## src/rtl/imem_pkg.sv

```systemverilog
// Shared types and width helpers for the instruction-fetch refill controller.
// Optional statistics counter is enabled by defining ICACHE_STATS_EN.
package imem_pkg;

    typedef enum logic [2:0] {
        S_WAIT_INIT = 3'd0,
        S_LOOKUP    = 3'd1,
        S_REQ       = 3'd2,
        S_WAIT_ACK  = 3'd3,
        S_COMMIT    = 3'd4
    } state_t;

    localparam int DEF_ADDR_W     = 8;
    localparam int DEF_DATA_W     = 32;
    localparam int DEF_LINE_WORDS = 4;
    localparam int DEF_LINES      = 16;

    function automatic int off_width(input int line_words);
        return $clog2(line_words);
    endfunction

    function automatic int idx_width(input int lines);
        return $clog2(lines);
    endfunction

    function automatic int tag_width(input int addr_w, input int line_words, input int lines);
        return addr_w - $clog2(line_words) - $clog2(lines);
    endfunction

    // Clears the offset bits so the result addresses word 0 of the line.
    function automatic logic [31:0] line_base(input logic [31:0] addr, input int off_w);
        return (addr >> off_w) << off_w;
    endfunction

endpackage

```

## src/rtl/imem_refill_ctrl_line_ram.sv

```systemverilog
// Direct-mapped instruction line storage: valid bits, tags and data words.
// Asynchronous read port; valid bits clear asynchronously on reset.
module icache_line_ram
    import imem_pkg::*;
#(
    parameter int ADDR_W     = DEF_ADDR_W,
    parameter int DATA_W     = DEF_DATA_W,
    parameter int LINE_WORDS = DEF_LINE_WORDS,
    parameter int LINES      = DEF_LINES
) (
    input  logic                                            clk_in,
    input  logic                                            reset,
    input  logic [idx_width(LINES)-1:0]                     rd_idx,
    input  logic [off_width(LINE_WORDS)-1:0]                rd_off,
    output logic                                            rd_valid,
    output logic [tag_width(ADDR_W, LINE_WORDS, LINES)-1:0] rd_tag,
    output logic [DATA_W-1:0]                               rd_data,
    input  logic                                            wr_en,
    input  logic [idx_width(LINES)-1:0]                     wr_idx,
    input  logic [off_width(LINE_WORDS)-1:0]                wr_off,
    input  logic [DATA_W-1:0]                               wr_data,
    input  logic                                            commit_en,
    input  logic [idx_width(LINES)-1:0]                     commit_idx,
    input  logic [tag_width(ADDR_W, LINE_WORDS, LINES)-1:0] commit_tag,
    input  logic                                            inv_en,
    input  logic [idx_width(LINES)-1:0]                     inv_idx
);

    localparam int TAG_W = tag_width(ADDR_W, LINE_WORDS, LINES);

    logic [LINES-1:0]  valid_q;
    logic [LINES-1:0]  valid_d;
    logic [TAG_W-1:0]  tag_mem  [LINES];
    logic [DATA_W-1:0] data_mem [LINES][LINE_WORDS];

    assign rd_valid = valid_q[rd_idx];
    assign rd_tag   = tag_mem[rd_idx];
    assign rd_data  = data_mem[rd_idx][rd_off];

    always_comb begin
        valid_d = valid_q;
        if (commit_en) valid_d[commit_idx] = 1'b1;
        if (inv_en)    valid_d[inv_idx]    = 1'b0;
    end

    always_ff @(posedge clk_in or posedge reset) begin
        if (reset) valid_q <= '0;
        else       valid_q <= valid_d;
    end

    // Tag and data contents are only meaningful behind a set valid bit, so no reset.
    always_ff @(posedge clk_in) begin
        if (commit_en) tag_mem[commit_idx] <= commit_tag;
        if (wr_en)     data_mem[wr_idx][wr_off] <= wr_data;
    end

endmodule

```

## src/rtl/imem_refill_ctrl.sv

```systemverilog
// Instruction-fetch refill controller: answers CPU fetches from the line buffer
// and refills missing lines word by word from DDR2. Macro: ICACHE_STATS_EN.
module imem_refill_ctrl
    import imem_pkg::*;
#(
    parameter int ADDR_W     = DEF_ADDR_W,
    parameter int DATA_W     = DEF_DATA_W,
    parameter int LINE_WORDS = DEF_LINE_WORDS,
    parameter int LINES      = DEF_LINES
) (
    input  logic              clk_in,
    input  logic              reset,
    input  logic              mem_ready,
    input  logic [ADDR_W-1:0] fetch_addr,
    output logic              fetch_hit,
    output logic [DATA_W-1:0] fetch_data,
    output logic              mem_req,
    output logic [ADDR_W-1:0] mem_addr,
    input  logic              mem_ack,
    input  logic [DATA_W-1:0] mem_rdata,
    output logic [15:0]       refill_count
);

    localparam int OFF_W = off_width(LINE_WORDS);
    localparam int IDX_W = idx_width(LINES);
    localparam int TAG_W = tag_width(ADDR_W, LINE_WORDS, LINES);
    localparam logic [OFF_W-1:0] LAST_W = OFF_W'(LINE_WORDS - 1);

    state_t            state_q, state_d;
    logic [ADDR_W-1:0] base_q, base_d;
    logic [OFF_W-1:0]  w_q, w_d;
    logic              mem_req_q, mem_req_d;
    logic [ADDR_W-1:0] mem_addr_q, mem_addr_d;

    logic [OFF_W-1:0]  f_off;
    logic [IDX_W-1:0]  f_idx;
    logic [TAG_W-1:0]  f_tag;
    logic [IDX_W-1:0]  fill_idx;
    logic [TAG_W-1:0]  fill_tag;
    logic              rd_valid;
    logic [TAG_W-1:0]  rd_tag;
    logic [DATA_W-1:0] rd_data;
    logic              hit_raw;
    logic              wr_en, commit_en, inv_en;

    assign f_off    = fetch_addr[OFF_W-1:0];
    assign f_idx    = fetch_addr[OFF_W +: IDX_W];
    assign f_tag    = fetch_addr[ADDR_W-1 -: TAG_W];
    assign fill_idx = base_q[OFF_W +: IDX_W];
    assign fill_tag = base_q[ADDR_W-1 -: TAG_W];

    icache_line_ram #(
        .ADDR_W     (ADDR_W),
        .DATA_W     (DATA_W),
        .LINE_WORDS (LINE_WORDS),
        .LINES      (LINES)
    ) u_line_ram (
        .clk_in     (clk_in),
        .reset      (reset),
        .rd_idx     (f_idx),
        .rd_off     (f_off),
        .rd_valid   (rd_valid),
        .rd_tag     (rd_tag),
        .rd_data    (rd_data),
        .wr_en      (wr_en),
        .wr_idx     (fill_idx),
        .wr_off     (w_q),
        .wr_data    (mem_rdata),
        .commit_en  (commit_en),
        .commit_idx (fill_idx),
        .commit_tag (fill_tag),
        .inv_en     (inv_en),
        .inv_idx    (f_idx)
    );

    // Hit is combinational so a resident word costs the stalled CPU no cycles.
    assign hit_raw    = rd_valid && (rd_tag == f_tag);
    assign fetch_hit  = (state_q == S_LOOKUP) && hit_raw;
    assign fetch_data = fetch_hit ? rd_data : '0;
    assign mem_req    = mem_req_q;
    assign mem_addr   = mem_addr_q;

    always_comb begin
        state_d    = state_q;
        base_d     = base_q;
        w_d        = w_q;
        mem_req_d  = mem_req_q;
        mem_addr_d = mem_addr_q;
        wr_en      = 1'b0;
        commit_en  = 1'b0;
        inv_en     = 1'b0;
        case (state_q)
            S_WAIT_INIT: begin
                if (mem_ready) state_d = S_LOOKUP;
            end
            S_LOOKUP: begin
                if (!hit_raw) begin
                    base_d  = ADDR_W'(line_base(32'(fetch_addr), OFF_W));
                    w_d     = '0;
                    inv_en  = 1'b1;
                    state_d = S_REQ;
                end
            end
            S_REQ: begin
                // REQ is also the mandatory idle gap between two requests.
                mem_req_d  = 1'b1;
                mem_addr_d = base_q | ADDR_W'(w_q);
                state_d    = S_WAIT_ACK;
            end
            S_WAIT_ACK: begin
                if (mem_ack) begin
                    wr_en     = 1'b1;
                    mem_req_d = 1'b0;
                    if (w_q == LAST_W) begin
                        state_d = S_COMMIT;
                    end else begin
                        w_d     = w_q + OFF_W'(1);
                        state_d = S_REQ;
                    end
                end
            end
            S_COMMIT: begin
                commit_en = 1'b1;
                state_d   = S_LOOKUP;
            end
            default: state_d = S_WAIT_INIT;
        endcase
    end

    always_ff @(posedge clk_in or posedge reset) begin
        if (reset) begin
            state_q    <= S_WAIT_INIT;
            base_q     <= '0;
            w_q        <= '0;
            mem_req_q  <= 1'b0;
            mem_addr_q <= '0;
        end else begin
            state_q    <= state_d;
            base_q     <= base_d;
            w_q        <= w_d;
            mem_req_q  <= mem_req_d;
            mem_addr_q <= mem_addr_d;
        end
    end

`ifdef ICACHE_STATS_EN
    logic [15:0] refill_count_q, refill_count_d;
    logic        refill_start;

    assign refill_start = (state_q == S_LOOKUP) && !hit_raw;

    always_comb begin
        refill_count_d = refill_count_q;
        if (refill_start && (refill_count_q != 16'hFFFF))
            refill_count_d = refill_count_q + 16'd1;
    end

    always_ff @(posedge clk_in or posedge reset) begin
        if (reset) refill_count_q <= '0;
        else       refill_count_q <= refill_count_d;
    end

    assign refill_count = refill_count_q;
`else
    assign refill_count = 16'h0000;
`endif

endmodule
```

## config.mk

```make
export PLATFORM = sky130hd
export DESIGN_NAME = imem_refill_ctrl
export DESIGN_NICKNAME = d
export VERILOG_FILES = /design/src/rtl/imem_pkg.sv /design/src/rtl/imem_refill_ctrl_line_ram.sv /design/src/rtl/imem_refill_ctrl.sv
export SDC_FILE = /design/constraint.sdc
export NUM_CORES = 2
export LEC_CHECK = 0
export ABC_AREA = 1
export CORE_ASPECT_RATIO = 0.8
export CORE_MARGIN = 2
export CORE_UTILIZATION = 40
export DETAILED_ROUTE_END_ITERATION = 7
export SLEW_MARGIN = 5
export SYNTH_ARGS = -nofsm -noshare
export SYNTH_HDL_FRONTEND = slang
export SYNTH_SLANG_ARGS = --single-unit
export TNS_END_PERCENT = 50
```

## constraint.sdc

```tcl
create_clock -name clk_in -period 8 [get_ports clk_in]
set_input_delay 1.6 -clock clk_in [delete_from_list [all_inputs] [get_ports clk_in]]
set_output_delay 1.6 -clock clk_in [all_outputs]
set_load 0.02 [all_outputs]
```

Word-level counts from Yosys, hierarchy flattened
Memories as Yosys holds them, arrays and structs flattened.
Cells that the tools add are included.
{"block": "totals", "mem_count": 2, "ram_bits": 2080, "elab_cells": 79, "regBits": 36}
{"name": "u_line_ram.data_mem", "depth": 16, "width": 128, "rd": 1, "rd_clocked_by_memory_dff": 0, "wr": 1, "line": "imem_refill_ctrl_line_ram.sv:34", "rtl": "logic [DATA_W-1:0] data_mem [LINES][LINE_WORDS];"}
{"name": "u_line_ram.tag_mem", "depth": 16, "width": 2, "rd": 1, "rd_clocked_by_memory_dff": 0, "wr": 1, "line": "imem_refill_ctrl_line_ram.sv:33", "rtl": "logic [TAG_W-1:0] tag_mem [LINES];"}
{"block": "classes", "muxes": 34, "n_bitwise": 7, "n_eq_ne": 10, "n_addsub": 1, "magnitude_cmp": 7, "reduce_logical": 12}
{"cell": "$mux W128", "count": 1}
{"cell": "$mux W32", "count": 4}
{"cell": "$bmux W32 S2", "count": 1}
{"cell": "$demux W32 S2", "count": 1}
{"cell": "$mux W16", "count": 2}
{"cell": "$and A16 B16 Y16", "count": 1}
{"cell": "$not A16 Y16", "count": 1}
{"cell": "$or A16 B16 Y16", "count": 1}
{"cell": "$pmux W3 S5", "count": 1}
{"cell": "$mux W1", "count": 12}
{"cell": "$mux W3", "count": 4}
{"cell": "$lt A4 B5 Y1 const B", "count": 2}
{"cell": "$demux W1 S4", "count": 2}
{"cell": "$ge A4 B1 Y1 const B", "count": 2}
{"cell": "$ne A2 B2 Y1 const B", "count": 4}
{"cell": "$or A8 B2 Y8", "count": 1}
{"cell": "$eq A3 B2 Y1 const B", "count": 2}
{"cell": "$ge A3 B3 Y1 const B", "count": 2}
{"cell": "$mux W2", "count": 3}
{"cell": "$not A2 Y3", "count": 2}
{"cell": "$logic_and A1 B1 Y1", "count": 5}
{"cell": "$bmux W1 S4", "count": 1}
{"cell": "$pmux W2 S2", "count": 1}
{"cell": "$reduce_and A2 Y1", "count": 2}
{"cell": "other kinds (12)", "count": 13}

Depth between registers and ports, before layout
{"block": "logic_depth", "word_depth": 8, "mapped_depth": 16}

Modules after synthesis
Synthesis repeated with hierarchy kept, for this count alone.
{"block": "hier_totals", "hier_cells": 7155, "hier_area_um2": 85939.9}
{"mod": "icache_line_ram", "instances": 1, "seq_area_each_um2": 62860.3, "area_each_um2": 84578.6, "cells_each": 6958}
{"mod": "imem_refill_ctrl", "instances": 1, "seq_area_each_um2": 500.5, "area_each_um2": 1361.3, "cells_each": 197}

Least setup slack after synthesis
Ideal clock, no wire load.
{"block": "synth_timing", "path_kind": "input to output", "start": "in fetch_addr[2]", "end": "out fetch_data[26]", "arrival_ps": 3126, "required_time_ps": 6400, "n_path_buf": 4, "setup_slack_ps": 3274, "stages": 11, "cell_sequence": "buf_4 -> nand2_2 -> buf_4 -> buf_4 -> clkbuf_1 -> o221ai_1 -> a21oi_1 -> nand2_1 -> o211ai_1 -> nand2_1 -> nor2_1"}
{"block": "synth_between", "elab_chain_len": 5, "word_cells_on_any_way": 11, "cone_classes": "eq/ne: 1; mux: 6; reduce/logical: 2; memory: 2"}
{"element": "from (decl)", "line": "imem_refill_ctrl.sv:14", "rtl": "input logic [ADDR_W-1:0] fetch_addr,"}
{"element": "$mem_v2 Z16 W128 (tied with other cells)"}
{"element": "$bmux W32 S2 (tied with other cells)", "line": "imem_refill_ctrl_line_ram.sv:38", "rtl": "assign rd_data = data_mem[rd_idx][rd_off];"}
{"element": "$mux W32 (implied by the code) / $logic_and A1 B1 Y1 (equally long branches)", "line": "imem_refill_ctrl_line_ram.sv:38, imem_refill_ctrl.sv:77"}
{"element": "$mux W32 (implied by the code) / $logic_and A1 B1 Y1 (equally long branches)", "line": "imem_refill_ctrl_line_ram.sv:38, imem_refill_ctrl.sv:78"}
{"element": "$mux W32 (*)", "line": "imem_refill_ctrl.sv:79", "rtl": "assign fetch_data = fetch_hit ? rd_data : '0;"}
{"element": "to (decl)", "line": "imem_refill_ctrl.sv:16", "rtl": "output logic [DATA_W-1:0] fetch_data,"}
Every way passes the cells marked *; elsewhere a longest branch is shown, timed or not. The select of a mux whose other input is x is not followed.

Final worst setup path
{"block": "layout_timing", "start": "in fetch_addr[3]", "end": "out fetch_data[29]"}
The elaborated chain is that of the path after synthesis.

==> metrics.md <==
| Metric | Value |
|---|---|
| Slew headroom | `12.93%` |
| Final Hold Fails | `0` |
| Die height | `398.5 µm` |
| Largest family of logic cells by synthesized area | `compound AO/OA/AOI/OAI gates` |
| Sw Share | `23.01%` |
| Switching power of the nets | `0.005297 W` |
| Routed WL | `232100 µm` |
| Tcrit/Tclk final | `89.71%` |
| Hold slack | `0.4747 ns` |
| Worst Path Max Fanout | `73` |
| Iteration-0 DRC Markers | `6743` |
| Comb pwr share | `7.1%` |
| Via density | `6.111` |
| Clock sinks | `2116` |
| Synth top cells by count | `edfxtp_1 (2080), o22ai_1 (886), o21ai_0 (375)` |
| Post-Synth XOR/XNOR Area | `0%` |
| # fillers | `16440` |
| Dominant synthesized flop cell | `edfxtp_1` |
| Cells along the critical path | `clkdlybuf4s50_1 > nor2_2 > inv_8 > buf_12 > o22ai_1 > o21ai_0 > nand4_1 > o211ai_1 > nand2_1 > nor2_1 > clkdlybuf4s50_1` |
| Mapped Area | `77810 µm²` |
| Global Route Usage Sum | `22.77%` |
| Max_cap viols | `0` |
| Core area | `193000 µm²` |
| TNS Setup | `0 ns` |
| Critical path type | `primary input to output pin` |
| Seq/Total Area, Yosys | `81.43%` |
| Synthesized instance count | `4749` |
| Slew Limit Fails | `0` |
| # IOs | `102` |
| Clock root buffer | `clkbuf_16` |
| Synth cell types | `29` |
| CP Capture Type | `output pin` |
| Minimum clock period | `7.177 ns` |
| First-pass GRT wire length | `326000 µm` |
| Seq pwr share | `54.4%` |
| Complex-gate fraction of the synthesized area | `12.74%` |
| Area leader, netlist | `edfxtp_1` |
| RSZ-0062 raised after global routing | `false` |
| HPWL after detailed placement | `120000 µm` |
| Yosys top cell area share | `80.27%` |
| Slowest stage delay, CP | `0.78 ns` |
| Nets@finish | `4947` |
| PostCTS Resize Cnt | `0` |
| Final ANT Viol Nets | `0` |
| Mux cell area share after synthesis | `0%` |
| Largest cells by area after synthesis | `edfxtp_1 (80%), o22ai_1 (7.1%), o21ai_0 (2.4%), nand2_1 (1.3%), dfrtp_1 (1.2%)` |
| TritonCTS Buffers | `194` |
| Post-Synth Simple-Gate Area | `3.393%` |
| Overflow after GRT | `0` |
| Least-Margin Pin Slew | `1.306 ns` |
| Worst VDD drop | `0.2060 mV` |
| Die ar. | `198100 µm²` |
| Area share of fa/ha/maj cells after synthesis | `0.06432%` |
| Pre-Repair DR Iteration Count | `5` |
| Largest net degree at the start of global routing | `105` |
| # rows | `144` |
| Post-CTS Setup Inserts | `0` |
| Pwr dens | `260.2 nW/µm²` |
| Clk_lat worst skew | `0.83 ns` |
| Fmax | `139.3 MHz` |
| Synth warnings | `0` |
| Placed cell areas | `82550 µm²` |
| Leak | `27.18 nW` |
| Vias | `46490` |
| Most frequent CP cell | `clkdlybuf4s50_1` |
| # setup viols final | `0` |
| Post-synth EDFFs | `2080` |
| Hold buffer count at cts | `0` |
| Number of H-tree levels | `4` |
| Clock Path Buffers | `3` |
| WP data required | `6.40 ns` |
| Starting Density | `40.32%` |
| Layout cell share with drive strength beyond 1 | `11.25%` |
| CTS tree | `done` |
| Mapped Avg Cell Area | `16.38 µm²` |
| Die Width | `497.1 µm` |
| Cell area after layout | `88480 µm²` |
| Clk pwr share | `38.5%` |
| Port Buffers | `85` |
| P&R area growth vs syn | `13.71%` |
| Most frequent cell after synthesis | `edfxtp_1` |
| Initial antenna violation count | `12` |
| Status | `finished, final reports clean` |
| Crit path max-delay family | `buffers and inverters` |
| Gp weighted congestion | `0.8390` |
| Worst Path Buf+Inv | `4` |
| Seq cells post-synth | `2116` |
| Startpoint Class | `primary input` |
| Reg clk slew, reported paths | `0.05 ns` |
| Synth async-reset ratio | `1.701%` |
| Clock skew | `0.02821 ns` |
| Hold/Removal Path Class | `flip-flop to flip-flop` |
| Worst Path Arrival | `5.58 ns` |
| Vias in the first global route | `43800` |
| Internal power | `0.01773 W` |
| CP max-delay cell | `clkdlybuf4s50_1` |
| # DRC | `0` |
| Routed len/inst | `30.51 µm` |
[sequential cells by signal (all words and copies together), names as in the netlist]
register	flops
base_q	6
mem_addr	8
state_q	3
u_line_ram.data_mem	2048
u_line_ram.tag_mem	32
mem_req	1
u_line_ram.valid_q	16
w_q	2
[metrics by stage]
| step | power [W] | std cells | utilization (%) | worst slack [ns] |
|---|---|---|---|---|
| finish | 0.02302 | 7607 | 45.85 | 0.8231 |
| global route | 0.02368 | 7605 | 45.85 | 0.7082 |
| CTS | 0.02309 | 7605 | 45.85 | 0.7915 |
| detailed placement | 0.01439 | 7258 | 42.78 | 0.8035 |
| global placement | 0.01436 | 7258 | 42.78 | 0.7815 |
| floorplan | 0.01355 | 4764 | - | 3.274 |
[path summary, 6_finish.rpt]
kind	slack, ns	start	to	cells past startpoint
worst min register to register	0.47	mem_addr[6]	mem_addr[6]	2
min in group asynchronous	1.20	reset	u_line_ram.valid_q[3]	3
worst max-delay path	0.82	fetch_addr[3]	fetch_data[29]	11
worst min-delay path	0.47	mem_addr[6]	mem_addr[6]	2
worst max register to register	4.44	state_q[2]	u_line_ram.data_mem[5][83]	8
max in group asynchronous	6.47	reset	u_line_ram.valid_q[2]	3
[routing by layer]
| metal | vias up | global-route usage [%] | wire (µm) |
|---|---|---|---|
| li1 | 19500 | - | - |
| met1 | 23990 | 33.84 | 98390 |
| met2 | 2665 | 34.32 | 104400 |
| met3 | 324 | 4.298 | 23950 |
| met4 | 12 | 6.285 | 5317 |
| met5 | - | 0 | 82 |
[cells in the final DEF, fill, tap and decap left out, types with 4 or more instances in the layout]
cell             netlist  layout
o22a_1                69      69
o21ai_0              375     375
buf_2                173      33
conb_1                 1      16
o221ai_1              69      69
nand4_1               43      43
o21ai_1               79      79
a31oi_1               16      16
clkinvlp_4             0       6
clkinv_2               0      32
clkinv_1               0      47
buf_4                 35     166
inv_6                  0       4
clkbuf_16              0     197
bufinv_16              0      12
nor2_1               192     126
o22ai_1              886     886
nand2_1              268     267
clkbuf_1             124      48
dfrtp_1               36      36
and3_1                59      59
edfxtp_1            2080    2080
clkdlybuf4s50_1        0      43
nand3_1               38      38
inv_1                 52      49
a21oi_1               64      64
buf_12                 0      36
nor2_4                 0      66
ha_1                   4       4
o211ai_1              62      62
[cell type report]
type / instances / area [µm²] / area share, %
clock buffer: 245 / 5110 / 5.775
clock inverter: 102 / 812.0 / 0.9178
inverter: 56 / 230.2 / 0.2602
tap: 2555 / 3197 / 3.613
timing repair buffer: 278 / 2562 / 2.896
sequential: 2116 / 63360 / 71.61
antenna: 2 / 5.005 / 0.005657
multi-input combinational: 2253 / 13200 / 14.92
[worst reg2reg max path, cell delays in order, from the launching register on]
cell	delay (ns)
dfrtp_1	0.42
nor2_1	0.12
inv_1	0.07
nor2_1	0.13
inv_1	0.09
nor2_1	0.25
nand2_2	0.55
nor2_4	1.08
buf_4	0.50
[logic make-up (layout without fill, tap and decap cells)]
family                   after synthesis  in the layout
AND/OR/NAND/NOR                      613            613
flip-flops                          2116           2116
AO/OA/AOI/OAI                       1620           1620
adder cells (fa/ha/maj)                4              4
other                                  1             18
buffers and inverters                395            681
[power groups by stage]
stage	clock (W)	sequential (W)	combinational [W]
after CTS	0.00894	0.0125	0.00163
after detailed placement	0	0.0128	0.00163
after global routing	0.00939	0.0125	0.00175
after global placement	0	0.0128	0.00161
final	0.00886	0.0125	0.00164
after floorplan	0	0.0128	0.000793
Note: power is estimated with default switching activity, not from simulation.
